<file path="src/rtl/parallel_addsub_4bit.sv">
// parallel_addsub_4bit
// Registered 4-bit adder/subtractor built from a ripple chain of four
// full-adder stages. sign=0 adds (a + b), sign=1 subtracts (a - b) by
// inverting b and injecting sign as the stage-0 carry. Every stage carry
// is registered on c_out so downstream logic can read carry/borrow.
// Optional feature macro: PARALLEL_ADDSUB_OVF_EN adds the registered
// signed-overflow output ovf (co[3] ^ co[2]).

module parallel_addsub_4bit (
    input  logic       clk,
    input  logic       rst,
    input  logic [3:0] a,
    input  logic [3:0] b,
    input  logic       sign,
    output logic [3:0] s,
    output logic [3:0] c_out
`ifdef PARALLEL_ADDSUB_OVF_EN
    ,
    output logic       ovf
`endif
);

    logic [3:0] w_bx;
    logic [3:0] w_cin;
    logic [3:0] w_sum;
    logic [3:0] w_co;

    logic [3:0] r_s;
    logic [3:0] r_c_out;

    // Ripple chain: condition b per bit, then four full-adder stages
    always_comb begin
        w_bx  = b ^ {4{sign}};
        w_cin = 4'b0000;
        w_sum = 4'b0000;
        w_co  = 4'b0000;
        w_cin[0] = sign;
        for (int i = 0; i < 4; i++) begin
            if (i > 0) begin
                w_cin[i] = w_co[i-1];
            end
            w_sum[i] = a[i] ^ w_bx[i] ^ w_cin[i];
            w_co[i]  = (a[i] & w_bx[i]) | (a[i] & w_cin[i]) | (w_bx[i] & w_cin[i]);
        end
    end

    // Result and carry registers; synchronous reset clears them
    always_ff @(posedge clk) begin
        if (rst) begin
            r_s     <= 4'b0000;
            r_c_out <= 4'b0000;
        end else begin
            r_s     <= w_sum;
            r_c_out <= w_co;
        end
    end

    assign s     = r_s;
    assign c_out = r_c_out;

`ifdef PARALLEL_ADDSUB_OVF_EN
    logic r_ovf;

    // Signed overflow: carry into the sign stage differs from carry out
    always_ff @(posedge clk) begin
        if (rst) begin
            r_ovf <= 1'b0;
        end else begin
            r_ovf <= w_co[3] ^ w_co[2];
        end
    end

    assign ovf = r_ovf;
`endif

endmodule

</file>
<file path="config.mk">
export PLATFORM = sky130hd
export DESIGN_NAME = parallel_addsub_4bit
export DESIGN_NICKNAME = d
export VERILOG_FILES = /design/src/rtl/parallel_addsub_4bit.sv
export SDC_FILE = /design/constraint.sdc
export NUM_CORES = 1
export LEC_CHECK = 0
export CORE_AREA = 2 2 39 41
export DETAILED_ROUTE_END_ITERATION = 12
export DIE_AREA = 0 0 41 43
export DONT_BUFFER_PORTS = 1
export HOLD_SLACK_MARGIN = 0.02
export PLACE_DENSITY_LB_ADDON = 0.05
export RECOVER_POWER = 100
export SLEW_MARGIN = 0
export SYNTH_ARGS = -nofsm -noshare
export SYNTH_HDL_FRONTEND = slang
export SYNTH_SLANG_ARGS = --single-unit
export TNS_END_PERCENT = 30
</file>
<file path="constraint.sdc">
create_clock -name clk -period 2.15 [get_ports clk]
set_input_delay 0.43 -clock clk [delete_from_list [all_inputs] [get_ports clk]]
set_output_delay 0.43 -clock clk [all_outputs]
set_load 0.1 [all_outputs]
</file>
==> results <==
area by class of cell:
type	count	area share (%)
multi-input combinational	22	43.11
sequential	8	38.32
timing repair buffer	8	7.485
clock buffer	3	5.389
tap	16	4.790
inverter	1	0.8982
flip-flops by register name (all words and copies together) (netlist names):
name	flops
c_out	4
s	4
layer usage:
layer | share of wire [%] | track usage, %
met2 | 41 | 8.438
met5 | 0 | 0
met3 | 15 | 1.571
met4 | 0 | 8.000
met1 | 43 | 8.766
cells by family (layout without fill, tap and decap cells):
logic type               Yosys count  count (layout)  share of synthesized area [%]
AND/OR/NAND/NOR                   10              10                          14.75
flip-flops                         8               8                          46.04
XOR/XNOR                           5               5                          12.59
adder cells (fa/ha/maj)            3               3                          12.95
AO/OA/AOI/OAI                      2               2                          3.959
multiplexers                       2               2                          7.552
buffers and inverters              2              12                          2.156
report_power, final:
part | internal, mW | switching, mW | leakage (nW) | total (mW)
clock network | 0.0632 | 0.0417 | 0.0138 | 0.105
logic | 0.0346 | 0.154 | 0.0909 | 0.188
registers | 0.166 | 0.00359 | 0.0667 | 0.170
total | 0.264 | 0.199 | 0.171 | 0.463
how the worst min path moves through the flow:
stage	slack, ns	startpoint	depth (start not counted)	endpoint
after floorplan	0.57	b[0]	2	s[0]
after global placement	0.51	rst	1	s[1]
after detailed placement	0.51	rst	1	c_out[2]
after CTS	0.24	rst	1	c_out[2]
after global routing	0.25	rst	1	s[1]
final	0.25	rst	1	c_out[2]
Yosys cell counts:
library cell | n | area, sq um
sky130_fd_sc_hd__nor2b_1 | 4 | 25.02
sky130_fd_sc_hd__or2_2 | 1 | 6.260
sky130_fd_sc_hd__a211oi_1 | 1 | 7.510
sky130_fd_sc_hd__mux2_2 | 1 | 11.26
sky130_fd_sc_hd__ha_1 | 2 | 25.02
sky130_fd_sc_hd__mux2_4 | 1 | 15.01
sky130_fd_sc_hd__xnor2_1 | 2 | 17.52
sky130_fd_sc_hd__inv_1 | 1 | 3.750
sky130_fd_sc_hd__dfxtp_1 | 8 | 160.2
sky130_fd_sc_hd__nor2_1 | 4 | 15.01
sky130_fd_sc_hd__xor2_1 | 3 | 26.28
sky130_fd_sc_hd__clkbuf_1 | 1 | 3.750
sky130_fd_sc_hd__fa_1 | 1 | 20.02
sky130_fd_sc_hd__o22ai_1 | 1 | 6.260
sky130_fd_sc_hd__nor3_1 | 1 | 5.000
layout by cell type (no fill, tap or decap):
cell type                  instances
sky130_fd_sc_hd__a211oi_1          1
sky130_fd_sc_hd__buf_1             1
sky130_fd_sc_hd__clkbuf_1          6
sky130_fd_sc_hd__clkbuf_2          1
sky130_fd_sc_hd__clkbuf_4          3
sky130_fd_sc_hd__dfxtp_1           8
sky130_fd_sc_hd__fa_1              1
sky130_fd_sc_hd__ha_1              2
sky130_fd_sc_hd__inv_1             1
sky130_fd_sc_hd__mux2_1            1
sky130_fd_sc_hd__mux2_4            1
sky130_fd_sc_hd__nor2_1            4
sky130_fd_sc_hd__nor2b_1           4
sky130_fd_sc_hd__nor3_1            1
sky130_fd_sc_hd__o22ai_1           1
sky130_fd_sc_hd__or2_2             1
sky130_fd_sc_hd__xnor2_1           2
sky130_fd_sc_hd__xor2_1            3
metrics by stage:
stage	hold WS, ns	area [sq um]
final	0.2533	417.9
after global routing	0.2452	417.9
after CTS	0.2419	446.7
after detailed placement	0.5069	424.2
after global placement	0.5066	424.2
after floorplan	0.5668	347.8
==> impl_metrics.xml <==
<?xml version="1.0" encoding="UTF-8"?>
<metrics>
  <group name="status">
    <metric name="outcome" unit="">finished clean</metric>
  </group>
  <group name="route">
    <metric name="total_number_of_vias" unit="">230</metric>
    <metric name="detailedRoute.firstPassIterationCount" unit="">2</metric>
    <metric name="drt-wirelength-per-cell" unit="um">9.690</metric>
    <metric name="route.detailed.vias_per_inst" unit="">3.966</metric>
    <metric name="detail_route.drc_violations" unit="">0</metric>
    <metric name="drtIter0Drc" unit="">1</metric>
    <metric name="wirelength" unit="um">562</metric>
    <metric name="detail-route-antenna-nets" unit="">0</metric>
  </group>
  <group name="critical_path">
    <metric name="critical_path.n_buffers_inverters" unit="">1</metric>
    <metric name="signal_arrival_time_at_the_worst_endpoint" unit="ns">1.41</metric>
    <metric name="critPathKind" unit="">flip-flop to primary output</metric>
    <metric name="critical_path_cell_count" unit="">1</metric>
    <metric name="worst_ep_required_time" unit="ns">1.72</metric>
    <metric name="crit_family" unit="">buffers and inverters</metric>
    <metric name="worst-path-max-fanout" unit="">1</metric>
    <metric name="worst_setup_path_end_kind" unit="">primary output</metric>
    <metric name="cp_slowest_cell" unit="">sky130_fd_sc_hd__clkbuf_1</metric>
    <metric name="crit_path_start_kind" unit="">flip-flop</metric>
    <metric name="timing.critical_path.slowest_cell_delay" unit="ns">0.86</metric>
    <metric name="critical_path.cell_chain" unit="">clkbuf_1</metric>
    <metric name="worstSetupStartpoint" unit="">s[3]</metric>
    <metric name="endpoint" unit="">s[3]</metric>
  </group>
  <group name="floorplanning">
    <metric name="initial_core_util" unit="%">25.14</metric>
    <metric name="die_width" unit="um">41</metric>
    <metric name="ios" unit="">19</metric>
    <metric name="fp-row-count" unit="">14</metric>
    <metric name="design.die.area" unit="sq um">1763</metric>
    <metric name="die_height" unit="um">43</metric>
    <metric name="floorplan.core_area" unit="sq um">1384</metric>
  </group>
  <group name="timing">
    <metric name="fmax" unit="GHz">0.5440</metric>
    <metric name="number_of_max_slew_violations_in_the_final_report" unit="">0</metric>
    <metric name="setup_tns" unit="ns">0</metric>
    <metric name="period_minus_slack" unit="ns">1.838</metric>
    <metric name="timing_worst_slew_pin_value" unit="ns">1.177</metric>
    <metric name="hold_violations" unit="">0</metric>
    <metric name="timing.final.setup_violations" unit="">0</metric>
    <metric name="setup_slack" unit="ns">0.3117</metric>
    <metric name="timing.final.crit_share" unit="%">85.50</metric>
    <metric name="grt_setup_unrepaired" unit="">no</metric>
    <metric name="slew_headroom" unit="%">21.86</metric>
  </group>
  <group name="synthesis">
    <metric name="seq_area_frac_synth" unit="%">46.04</metric>
    <metric name="syn-cell-area" unit="sq um">347.8</metric>
    <metric name="synth_cell_type_count" unit="">15</metric>
    <metric name="synth_nets" unit="">46</metric>
    <metric name="synth_seq_cells" unit="">8</metric>
    <metric name="yosys_warnings" unit="">0</metric>
    <metric name="mean_syn_cell_area" unit="sq um">10.87</metric>
    <metric name="netlist_instances" unit="">32</metric>
  </group>
  <group name="finish">
    <metric name="layout.cells.non_filler" unit="">58</metric>
    <metric name="area_delta_synth_final" unit="%">20.14</metric>
    <metric name="final_net_count" unit="">58</metric>
    <metric name="layout.filler_cells" unit="">149</metric>
    <metric name="diodes" unit="">0</metric>
    <metric name="post-route-util" unit="%">30.20</metric>
    <metric name="area_of_combinational_cells_with_multiple_inputs" unit="sq um">180.2</metric>
    <metric name="post_route_cells_drive_above_1_share" unit="%">14.29</metric>
    <metric name="register_area" unit="sq um">160.2</metric>
  </group>
  <group name="power">
    <metric name="total_power" unit="mW">0.4630</metric>
    <metric name="static-leakage-power" unit="nW">0.1714</metric>
    <metric name="p_per_area" unit="nW/um^2">1108</metric>
    <metric name="peakVddDrop" unit="uV">213.6</metric>
  </group>
  <group name="cts">
    <metric name="cts_setup_buffers" unit="">0</metric>
    <metric name="tritoncts" unit="">built</metric>
    <metric name="cts.reportedPaths.clkPinSlew" unit="ns">0.05</metric>
    <metric name="h_tree_levels" unit="">1</metric>
    <metric name="cts_max_path_buffers" unit="">2</metric>
    <metric name="post_cts.resized_instances" unit="">0</metric>
    <metric name="tritoncts.num_buffers" unit="">3</metric>
    <metric name="clk_root_buffer_cell" unit="">sky130_fd_sc_hd__clkbuf_4</metric>
    <metric name="number_of_sinks_driven_by_the_clock_tree" unit="">8</metric>
    <metric name="cts_hold_repair.buffers" unit="">0</metric>
  </group>
  <group name="global_route">
    <metric name="grt_max_degree" unit="">10</metric>
    <metric name="grt.total_usage" unit="%">6.949</metric>
    <metric name="grt_antenna_before_repair" unit="">0</metric>
    <metric name="grt_remaining_overflow" unit="">0</metric>
    <metric name="grt_first_pass_wirelength" unit="um">793</metric>
    <metric name="grt_pass1_vias" unit="">186</metric>
  </group>
  <group name="placed_design">
    <metric name="pre_cts_ws" unit="ns">0.1757</metric>
    <metric name="rd_place_congestion" unit="">0.6014</metric>
    <metric name="dp_hpwl" unit="um">485.4</metric>
    <metric name="port_buffer_count" unit="">0</metric>
    <metric name="placed_instances" unit="">55</metric>
  </group>
  <group name="min_path">
    <metric name="hp-class" unit="">input pin to flip-flop</metric>
  </group>
  <group name="job">
    <metric name="maxCapViolations" unit="">0</metric>
  </group>
</metrics>
Power figures use the tool's default switching activity.
